==> src/rtl/dds_sweep_ctrl.sv <==
// Frame-driven DDS controller: UART command parser, waveform selects and a KW frequency sweep.
// Optional `DDS_SWEEP_PINGPONG_EN selects a bidirectional sweep in place of the sawtooth wrap.
module dds_sweep_ctrl #(
    parameter int unsigned KW_W    = 12,
    parameter int unsigned DWELL_W = 16,
    parameter int unsigned TIMEOUT = 50000,
    parameter int unsigned KW_RST  = 1
) (
    input  logic            CLK,
    input  logic            RST,
    input  logic [7:0]      Rx_Data,
    input  logic            Rx_Done,
    output logic            SW_Sin_Out,
    output logic            SW_Square_Out,
    output logic            SW_Sawtooth_Out,
    output logic [KW_W-1:0] KW_Out,
    output logic            Sweep_Busy,
    output logic            Cmd_Ack,
    output logic            Cmd_Err
);

    localparam int unsigned TMO_W = $clog2(TIMEOUT + 1);

    typedef enum logic [1:0] {P_HUNT, P_GOT_HDR, P_GOT_CMD, P_GOT_HI} parse_t;
    typedef enum logic [1:0] {S_IDLE, S_DWELL, S_STEP} sweep_t;

    parse_t             parse_q;
    sweep_t             sweep_q;
    logic [TMO_W-1:0]   tmo_cnt_q;
    logic [2:0]         cmd_q;
    logic [7:0]         d_hi_q;
    logic [KW_W-1:0]    start_q;
    logic [KW_W-1:0]    stop_q;
    logic [KW_W-1:0]    step_q;
    logic [DWELL_W-1:0] dwell_q;
    logic [DWELL_W-1:0] dwell_cnt_q;

    logic [15:0]        data_c;
    logic [KW_W:0]      nxt_up_c;
    logic               up_fits_c;
    logic               run_ok_c;

    assign data_c    = {d_hi_q, Rx_Data};
    assign nxt_up_c  = {1'b0, KW_Out} + {1'b0, step_q};
    assign up_fits_c = (nxt_up_c <= {1'b0, stop_q});
    assign run_ok_c  = (start_q <= stop_q) && (step_q != '0);

`ifdef DDS_SWEEP_PINGPONG_EN
    logic            dir_up_q;
    logic            single_q;
    logic [KW_W:0]   nxt_dn_c;
    logic [KW_W-1:0] dn_clamp_c;

    // Downward step saturates at START (borrow or below START)
    assign nxt_dn_c   = {1'b0, KW_Out} - {1'b0, step_q};
    assign dn_clamp_c = (nxt_dn_c[KW_W] || (nxt_dn_c[KW_W-1:0] < start_q)) ? start_q
                                                                           : nxt_dn_c[KW_W-1:0];
`endif

    always_ff @(posedge CLK or posedge RST) begin
        if (RST) begin
            parse_q         <= P_HUNT;
            sweep_q         <= S_IDLE;
            tmo_cnt_q       <= '0;
            cmd_q           <= '0;
            d_hi_q          <= '0;
            start_q         <= KW_W'(KW_RST);
            stop_q          <= '1;
            step_q          <= KW_W'(1);
            dwell_q         <= '0;
            dwell_cnt_q     <= '0;
            KW_Out          <= KW_W'(KW_RST);
            SW_Sin_Out      <= 1'b0;
            SW_Square_Out   <= 1'b0;
            SW_Sawtooth_Out <= 1'b0;
            Sweep_Busy      <= 1'b0;
            Cmd_Ack         <= 1'b0;
            Cmd_Err         <= 1'b0;
`ifdef DDS_SWEEP_PINGPONG_EN
            dir_up_q        <= 1'b1;
            single_q        <= 1'b0;
`endif
        end else begin
            Cmd_Ack <= 1'b0;
            Cmd_Err <= 1'b0;

            // Sweep engine; a frame applied in the same cycle overrides below
            case (sweep_q)
                S_DWELL: begin
                    if (dwell_cnt_q >= dwell_q) begin
                        dwell_cnt_q <= '0;
                        sweep_q     <= S_STEP;
                    end else begin
                        dwell_cnt_q <= dwell_cnt_q + DWELL_W'(1);
                    end
                end
                S_STEP: begin
                    sweep_q <= S_DWELL;
`ifdef DDS_SWEEP_PINGPONG_EN
                    if (dir_up_q) begin
                        if (up_fits_c) begin
                            KW_Out <= nxt_up_c[KW_W-1:0];
                        end else begin
                            dir_up_q <= 1'b0;
                            KW_Out   <= dn_clamp_c;
                        end
                    end else if (KW_Out > start_q) begin
                        KW_Out <= dn_clamp_c;
                    end else begin
                        dir_up_q <= 1'b1;
                        if (single_q) begin
                            sweep_q    <= S_IDLE;
                            Sweep_Busy <= 1'b0;
                            KW_Out     <= start_q;
                        end else if (up_fits_c) begin
                            KW_Out <= nxt_up_c[KW_W-1:0];
                        end
                    end
`else
                    KW_Out <= up_fits_c ? nxt_up_c[KW_W-1:0] : start_q;
`endif
                end
                default: ;
            endcase

            // Frame parser with inter-byte timeout
            if (parse_q == P_HUNT) begin
                if (Rx_Done && (Rx_Data == 8'hAA)) begin
                    parse_q   <= P_GOT_HDR;
                    tmo_cnt_q <= '0;
                end
            end else if (Rx_Done) begin
                tmo_cnt_q <= '0;
                case (parse_q)
                    P_GOT_HDR: begin
                        if ((Rx_Data >= 8'h01) && (Rx_Data <= 8'h06)) begin
                            cmd_q   <= Rx_Data[2:0];
                            parse_q <= P_GOT_CMD;
                        end else begin
                            Cmd_Err <= 1'b1;
                            parse_q <= P_HUNT;
                        end
                    end
                    P_GOT_CMD: begin
                        d_hi_q  <= Rx_Data;
                        parse_q <= P_GOT_HI;
                    end
                    default: begin
                        parse_q <= P_HUNT;
                        Cmd_Ack <= 1'b1;
                        case (cmd_q)
                            3'd1: begin
                                SW_Sin_Out      <= (data_c[1:0] == 2'd1);
                                SW_Square_Out   <= (data_c[1:0] == 2'd2);
                                SW_Sawtooth_Out <= (data_c[1:0] == 2'd3);
                            end
                            3'd2: begin
                                start_q <= KW_W'(data_c);
                                if (sweep_q == S_IDLE) KW_Out <= KW_W'(data_c);
                            end
                            3'd3: stop_q  <= KW_W'(data_c);
                            3'd4: step_q  <= KW_W'(data_c);
                            3'd5: dwell_q <= DWELL_W'(data_c);
                            3'd6: begin
                                if (!data_c[0]) begin
                                    sweep_q    <= S_IDLE;
                                    Sweep_Busy <= 1'b0;
                                    KW_Out     <= start_q;
                                end else if (run_ok_c) begin
                                    sweep_q     <= S_DWELL;
                                    dwell_cnt_q <= '0;
                                    Sweep_Busy  <= 1'b1;
                                    KW_Out      <= start_q;
`ifdef DDS_SWEEP_PINGPONG_EN
                                    dir_up_q    <= 1'b1;
                                    single_q    <= data_c[1];
`endif
                                end else begin
                                    Cmd_Ack <= 1'b0;
                                    Cmd_Err <= 1'b1;
                                end
                            end
                            default: begin
                                Cmd_Ack <= 1'b0;
                                Cmd_Err <= 1'b1;
                            end
                        endcase
                    end
                endcase
            end else if (tmo_cnt_q == TMO_W'(TIMEOUT - 1)) begin
                Cmd_Err <= 1'b1;
                parse_q <= P_HUNT;
            end else begin
                tmo_cnt_q <= tmo_cnt_q + TMO_W'(1);
            end
        end
    end

endmodule

==> config.mk <==
export PLATFORM = sky130hd
export DESIGN_NAME = dds_sweep_ctrl
export DESIGN_NICKNAME = d
export VERILOG_FILES = /design/src/rtl/dds_sweep_ctrl.sv
export SDC_FILE = /design/constraint.sdc
export NUM_CORES = 1
export LEC_CHECK = 0
export ABC_AREA = 1
export BUFFER_PORTS_ARGS = -buffer_cell sky130_fd_sc_hd__buf_4
export CAP_MARGIN = 25
export CORE_ASPECT_RATIO = 0.5
export CORE_MARGIN = 3
export CORE_UTILIZATION = 50
export CTS_CLUSTER_SIZE = 16
export DETAILED_ROUTE_END_ITERATION = 8
export PLACE_DENSITY = 0.67
export SLEW_MARGIN = 20
export SYNTH_ARGS = -nofsm -noshare
export SYNTH_HDL_FRONTEND = slang
export SYNTH_SLANG_ARGS = --single-unit
==> constraint.sdc <==
create_clock -name CLK -period 6.65 [get_ports CLK]
set_clock_uncertainty 0.1 [all_clocks]
set_input_delay 0.3325 -clock CLK [delete_from_list [all_inputs] [get_ports CLK]]
set_output_delay 0.3325 -clock CLK [all_outputs]
set_load 0.005 [all_outputs]
; ---- After elaboration in Yosys (flattened, before gate mapping)
; Cells that the tools add are included.
[word_totals]
mem_bits_ro = 0
mem_count = 0
latch_bits = 0
ff_bits = 117
mem_bits_rw = 0
output_inout_bits = 18
[op_classes]
n_mul = 0
div = 0
mux = 51
n_reduce_logical = 19
n_lt_le_gt_ge = 5
n_eq_ne = 18
shift = 0
addsub = 3
bitwise_logic = 2
[op_table]
columns = operator, n
row1 = 16-bit 2-to-1 mux, 12
row2 = 12-bit 2-to-1 mux, 8
row3 = "16-bit by 1-bit adder with 16-bit output, second input constant", 2
row4 = 2-bit 2-to-1 mux, 12
row5 = 12-bit case mux with 2 select lines, 1
row6 = 4-bit AND reduction, 6
row7 = "16-bit equality test, second input constant", 1
row8 = 16-bit >= comparator, 1
row9 = 12-bit by 12-bit adder with 13-bit output, 1
row10 = 13-bit by 12-bit <= comparator with 1-bit output, 1
row11 = 1-bit 2-to-1 mux, 13
row12 = 12-bit <= comparator, 1
row13 = 12-bit nonzero test, 1
row14 = "3-bit equality test, second input constant", 3
row15 = "2-bit equality test, second input constant", 4
row16 = "8-bit equality test, second input constant", 1
row17 = "8-bit by 1-bit >= comparator with 1-bit output, second input constant", 1
row18 = "8-bit by 3-bit <= comparator with 1-bit output, second input constant", 1
row19 = 2-bit case mux with 2 select lines, 2
row20 = "2-bit by 1-bit equality test with 1-bit output, second input constant", 3
row21 = "3-bit by 2-bit equality test with 1-bit output, second input constant", 2
row22 = 1-bit case mux with 2 select lines, 3
row23 = 5-bit AND reduction, 1
row24 = 5-bit OR reduction, 1
row25 = 10 further kinds, 16

; ---- Longest topological paths before layout
[logic_depth]
word_depth = 10
depth_mapped = 25
ltp_nobuf = 25

; ---- Worst setup path before layout
; No wires, ideal clock.
[synth_path]
path_kind = register -> register
startpoint = reg KW_Out[0]
endpoint = reg KW_Out[8]
arrival_time_ns = 3.378
slack_ns = 3.054
t_required_ns = 6.432
n_path_buf = 1
stages_incl_launch_ff = 25
cell_sequence = dfstp_2 ha_1 inv_1 fa_1 nand3b_1 nand2_1 a21oi_1 o21ai_0 xnor2_1 inv_1 ha_1 nand2_1 o21ai_0 nor2_1 nand2_1 nand2_1 nand2_1 nand2_1 nand2_1 buf_2 nand2_1 nand3_1 nand2_1 a21oi_1 nor2_1
[synth_between]
elab_chain_len = 10
word_cells_on_any_way = 11
cone_classes = 1 x add/sub / 1 x order compare / 9 x mux
[synth_rtl]
columns = item, line
row1 = "start, declared", 16  ; output logic [KW_W-1:0] KW_Out,
row2 = "start signal, assigned", 72  ; KW_Out <= KW_W'(KW_RST);
row3 = "start signal, assigned", 120  ; KW_Out <= up_fits_c ? nxt_up_c[KW_W-1:0] : start_q;
row4 = "start signal, assigned", 159  ; if (sweep_q == S_IDLE) KW_Out <= KW_W'(data_c);
row5 = 12-bit by 12-bit adder with 13-bit output (*), 44  ; assign nxt_up_c = {1'b0, KW_Out} + {1'b0, step_q};
row6 = 13-bit by 12-bit <= comparator with 1-bit output, 45  ; assign up_fits_c = (nxt_up_c <= {1'b0, stop_q});
row7 = 12-bit 2-to-1 mux (*), 120
row8 = 12-bit 2-to-1 mux (*), 88  ; case (sweep_q)
row9 = 12-bit 2-to-1 mux, 169  ; end else if (run_ok_c) begin
row10 = 12-bit 2-to-1 mux, 165  ; if (!data_c[0]) begin
row11 = 12-bit case mux with 2 select lines, 151  ; case (cmd_q)
row12 = 12-bit 2-to-1 mux, 134  ; case (parse_q)
row13 = 12-bit 2-to-1 mux, 132  ; end else if (Rx_Done) begin
row14 = 12-bit 2-to-1 mux (*), 127  ; if (parse_q == P_HUNT) begin
; Every way passes the cells marked *; elsewhere a longest branch is shown, timed or not.
; A chain may end at the register's enable or synchronous reset.

; ---- Final worst setup path
[layout_path]
startpoint = reg step_q[0]
endpoint = reg KW_Out[8]
[layout_between]
elab_chain_len = 10
word_cells_on_any_way = 13
cone_classes = 1 x add/sub / 1 x order compare / 9 x mux / 2 x reduce/logical
[layout_rtl]
columns = item, line
row1 = "start, declared", 34  ; logic [KW_W-1:0] step_q;
row2 = "start signal, assigned", 162  ; 3'd4: step_q <= KW_W'(data_c);
row3 = 12-bit by 12-bit adder with 13-bit output, 44
row4 = 13-bit by 12-bit <= comparator with 1-bit output, 45
row5 = 12-bit 2-to-1 mux, 120
row6 = 12-bit 2-to-1 mux, 88
row7 = 12-bit 2-to-1 mux, 169
row8 = 12-bit 2-to-1 mux, 165
row9 = 12-bit case mux with 2 select lines, 151
row10 = 12-bit 2-to-1 mux, 134
row11 = 12-bit 2-to-1 mux, 132
row12 = 12-bit 2-to-1 mux (*), 127
row13 = "end signal, assigned", 120
row14 = "end signal, assigned", 159
row15 = "end signal, assigned", 168  ; KW_Out <= start_q;
; Marks and branches as above.

==> reports/qor.yml <==
placed_design:
  numPortBuffers: 28
  dp_cells: 1170
  finalWeightedCongestion: 0.925
  hpwl_um: 14200
floorplanning:
  chipWidth_um: 177
  die_area_um2: 16200
  die_y_um: 91.6
  num_rows: 30
  io_pins: 29
  coreArea_um2: 13900
  start_util: 0.526
logic_synthesis:
  avgSynthCellArea_um2: 7.56
  ys_seq_area_frac: 0.403
  yosys_register_bits: 117
  synthArstFlopShare: 1.00
  synth_edf_count: 0
  yosys_warnings: 0
  ys_types: 44
  synth_top_family_by_area: "simple AND/OR/NAND/NOR gates"
  netlist_area_um2: 7320
  ys.flop_type: "dfrtp_1"
  synthSimpleGateAreaFrac: 0.244
  syn_nets: 1041
  synth-xor-area-share: 0.0156
  synth_compound_area_frac: 0.143
  synth_adder_area_share: 0.107
  syn_inst: 968
  muxShareOfSynthArea: 0
setup_path:
  r2r_start: "step_q[0]$_DFFE_PP1P_"
  end_kind: "flip-flop"
  cp-start-kind: "flip-flop"
  cp.arrival_ps: 4570
  timing.rr.end: "KW_Out[8]$_DFF_PP0_"
  slowest_delay_ps: 550
  crit_fanout: 15
  r2r_cells: 23
  path_cells: "ha_1 > inv_1 > fa_1 > nand3b_1 > nand2_1 > a21oi_1 > o21ai_0 > a21oi_1 > xor2_1 > inv_1 > ha_1 > a21oi_1 > nor2_1 > nor2_1 > nand2_1 > nand2_1 > nand2_1 > inv_1 > nand2_1 > nand3_1 > nand2_1 > a21oi_1 > nor2_1"
  path_class: "flip-flop to flip-flop"
  crit_required_ps: 6850
  slowest_stage: "dfstp_2"
  r2r_slack_ps: 2280
  cpMostUsedCell: "nand2_1"
clocking:
  clk_path_buf_depth: 2
  cts_setup_buffers: 0
  cts.sinks: 117
  cts_resized: 0
  cts_tree: "yes"
  clk_latency_ps: 410
  clk_pin_slew_ps: 60
  cts_max_level: 4
  cts_made_buffers: 17
  ctsRootBufferMaster: "clkbuf_16"
finish:
  fill_cells: 1257
  final_cell_mix: "nand2_1 (233), inv_1 (144), o21ai_0 (107)"
  drive_gt1_frac: 0.0920
  instances_no_fill: 1203
  layout_commonest_cell: "nand2_1"
  syn2layout_area_growth_pct: 12.9
  layout.nets: 1071
  diodes: 0
  utilization: 0.593
drt:
  dr.pass1.iters: 6
  wl_per_cell_um: 16.0
  vias_per_cell: 5.44
  drt_wl_total_um: 19300
  drtIter0Drc: 448
  ant_nets: 0
  drc_errors: 0
  vias: 6539
sta:
  setup_viol: 0
  relSlewSlack: 0.392
  slew_violations: 0
  hold_viol_final: 0
  rsz0062_at_grt: "no"
  period_needed_ps: 4370
  timing.hold.ws_ps: 80.4
  setup_tns_ps: 0
  finalCritPeriodShare: 0.657
  worstMarginPinSlew_ps: 910
  fmax_ghz: 0.229
power_and_ir_drop:
  ir_drop_mv: 0.170
  p_leak_nw: 4.16
  power_density_nw_per_um2: 267
  power.total_mw: 2.20
hold_path:
  hold_path.startpoint: "Rx_Data[2]"
  hold_class: "input port to flip-flop"
  holdPathStages: 3
  min_to: "cmd_q[2]$_DFFE_PP0P_"
global_routing:
  grt_usage: 0.247
  grt_max_degree: 46
  antenna_found_initial: 0
  grt_pass1_wl_um: 31500
  grt_pass1_vias: 6210
  overflow: 0
run:
  cap_violations: 0
run_status:
  outcome: "finished clean"
kinds of logic (layout without fill, tap and decap cells):
kind of cell | Yosys count | in the layout
adder cells (fa/ha/maj) | 62 | 62
AND/OR/NAND/NOR | 414 | 414
AO/OA/AOI/OAI | 194 | 194
XOR/XNOR | 13 | 13
flip-flops | 117 | 117
buffers and inverters | 168 | 211
area by class of cell:
cell class | count | area [um^2] | area share
inverters | 148 | 559 | 0.0677
clock buffers | 26 | 489 | 0.0592
repair buffers | 31 | 255 | 0.0309
flip-flops and latches | 117 | 2950 | 0.357
multi-input cells | 683 | 3740 | 0.453
clock inverters | 6 | 30.0 | 0.00364
well taps | 192 | 240 | 0.0291
state kept, by name (all words and copies together) (netlist names), 8 cells and up:
register / count
dwell_cnt_q: 16
step_q: 12
tmo_cnt_q: 16
start_q: 12
stop_q: 12
d_hi_q: 8
KW_Out: 12
dwell_q: 16
report_power, final:
group / switching (mW) / internal [mW] / total (mW)
combinational: 0.352 / 0.202 / 0.554
clock: 0.309 / 0.501 / 0.810
sequential: 0.0587 / 0.781 / 0.840
total: 0.720 / 1.48 / 2.20
metal layers:
layer / up-vias / global-route usage / wire (um)
met1: 3096 / 0.352 / 9140
met5: - / 0 / 0
met2: 205 / 0.383 / 8490
li1: 3221 / - / -
met4: 0 / 0.0705 / 255
met3: 17 / 0.0497 / 1400
how the worst max path moves through the flow:
stage / startpoint / endpoint / slack [ps] / depth (start not counted)
detailed placement: step_q[0]$_DFFE_PP1P_ / KW_Out[8]$_DFF_PP0_ / 2400 / 23
global route: step_q[0]$_DFFE_PP1P_ / KW_Out[8]$_DFF_PP0_ / 1960 / 24
CTS: step_q[0]$_DFFE_PP1P_ / KW_Out[8]$_DFF_PP0_ / 2390 / 23
finish: step_q[0]$_DFFE_PP1P_ / KW_Out[8]$_DFF_PP0_ / 2280 / 23
floorplan: KW_Out[0]$_DFF_PP1_ / KW_Out[8]$_DFF_PP0_ / 3050 / 24
global placement: step_q[0]$_DFFE_PP1P_ / KW_Out[8]$_DFF_PP0_ / 2590 / 23
worst max-delay path, delay by kind of cell (launching register included):
family / cells / cell delay (ps)
buf+inv: 3 / 430
compound gates: 5 / 860
simple gates: 11 / 1240
flops: 1 / 550
fa+ha+maj: 3 / 870
xor+xnor: 1 / 200
stage by stage:
stage | worst slack (ps) | area (um^2)
after floorplan | 3050 | 7320
after global placement | 2590 | 7700
after detailed placement | 2400 | 7730
after CTS | 2390 | 8260
after global routing | 1960 | 8260
final | 2280 | 8260
cells in the mapped netlist, types with 2 or more instances:
master / count / area, um^2
a21o_1: 2 / 15.0
a21oi_1: 59 / 295
a32o_1: 2 / 20.0
buf_2: 4 / 20.0
buf_4: 2 / 15.0
clkbuf_1: 14 / 52.6
dfrtp_1: 102 / 2550
dfstp_2: 15 / 394
ha_1: 61 / 763
inv_1: 145 / 544
nand2_1: 233 / 875
nand2_2: 6 / 37.5
nand3_1: 55 / 275
nand3b_1: 2 / 15.0
nand4_1: 10 / 62.6
nor2_1: 62 / 233
nor2_2: 5 / 31.3
nor3_1: 18 / 90.1
nor3b_1: 7 / 52.6
nor4_1: 9 / 56.3
o211ai_1: 2 / 15.0
o21a_1: 4 / 30.0
o21ai_0: 107 / 536
o21ai_1: 4 / 20.0
o21bai_1: 3 / 22.5
o22ai_1: 5 / 31.3
o31ai_1: 2 / 15.0
xnor2_1: 6 / 52.6
xor2_1: 7 / 61.3
repair_timing:
action | 4_1_cts | 5_1_grt
hold buffers | 1 | 0
endpoints found under the hold margin | 34 | 0
setup endpoints to repair | 0 | 0
(Power assumes the default switching activity.)
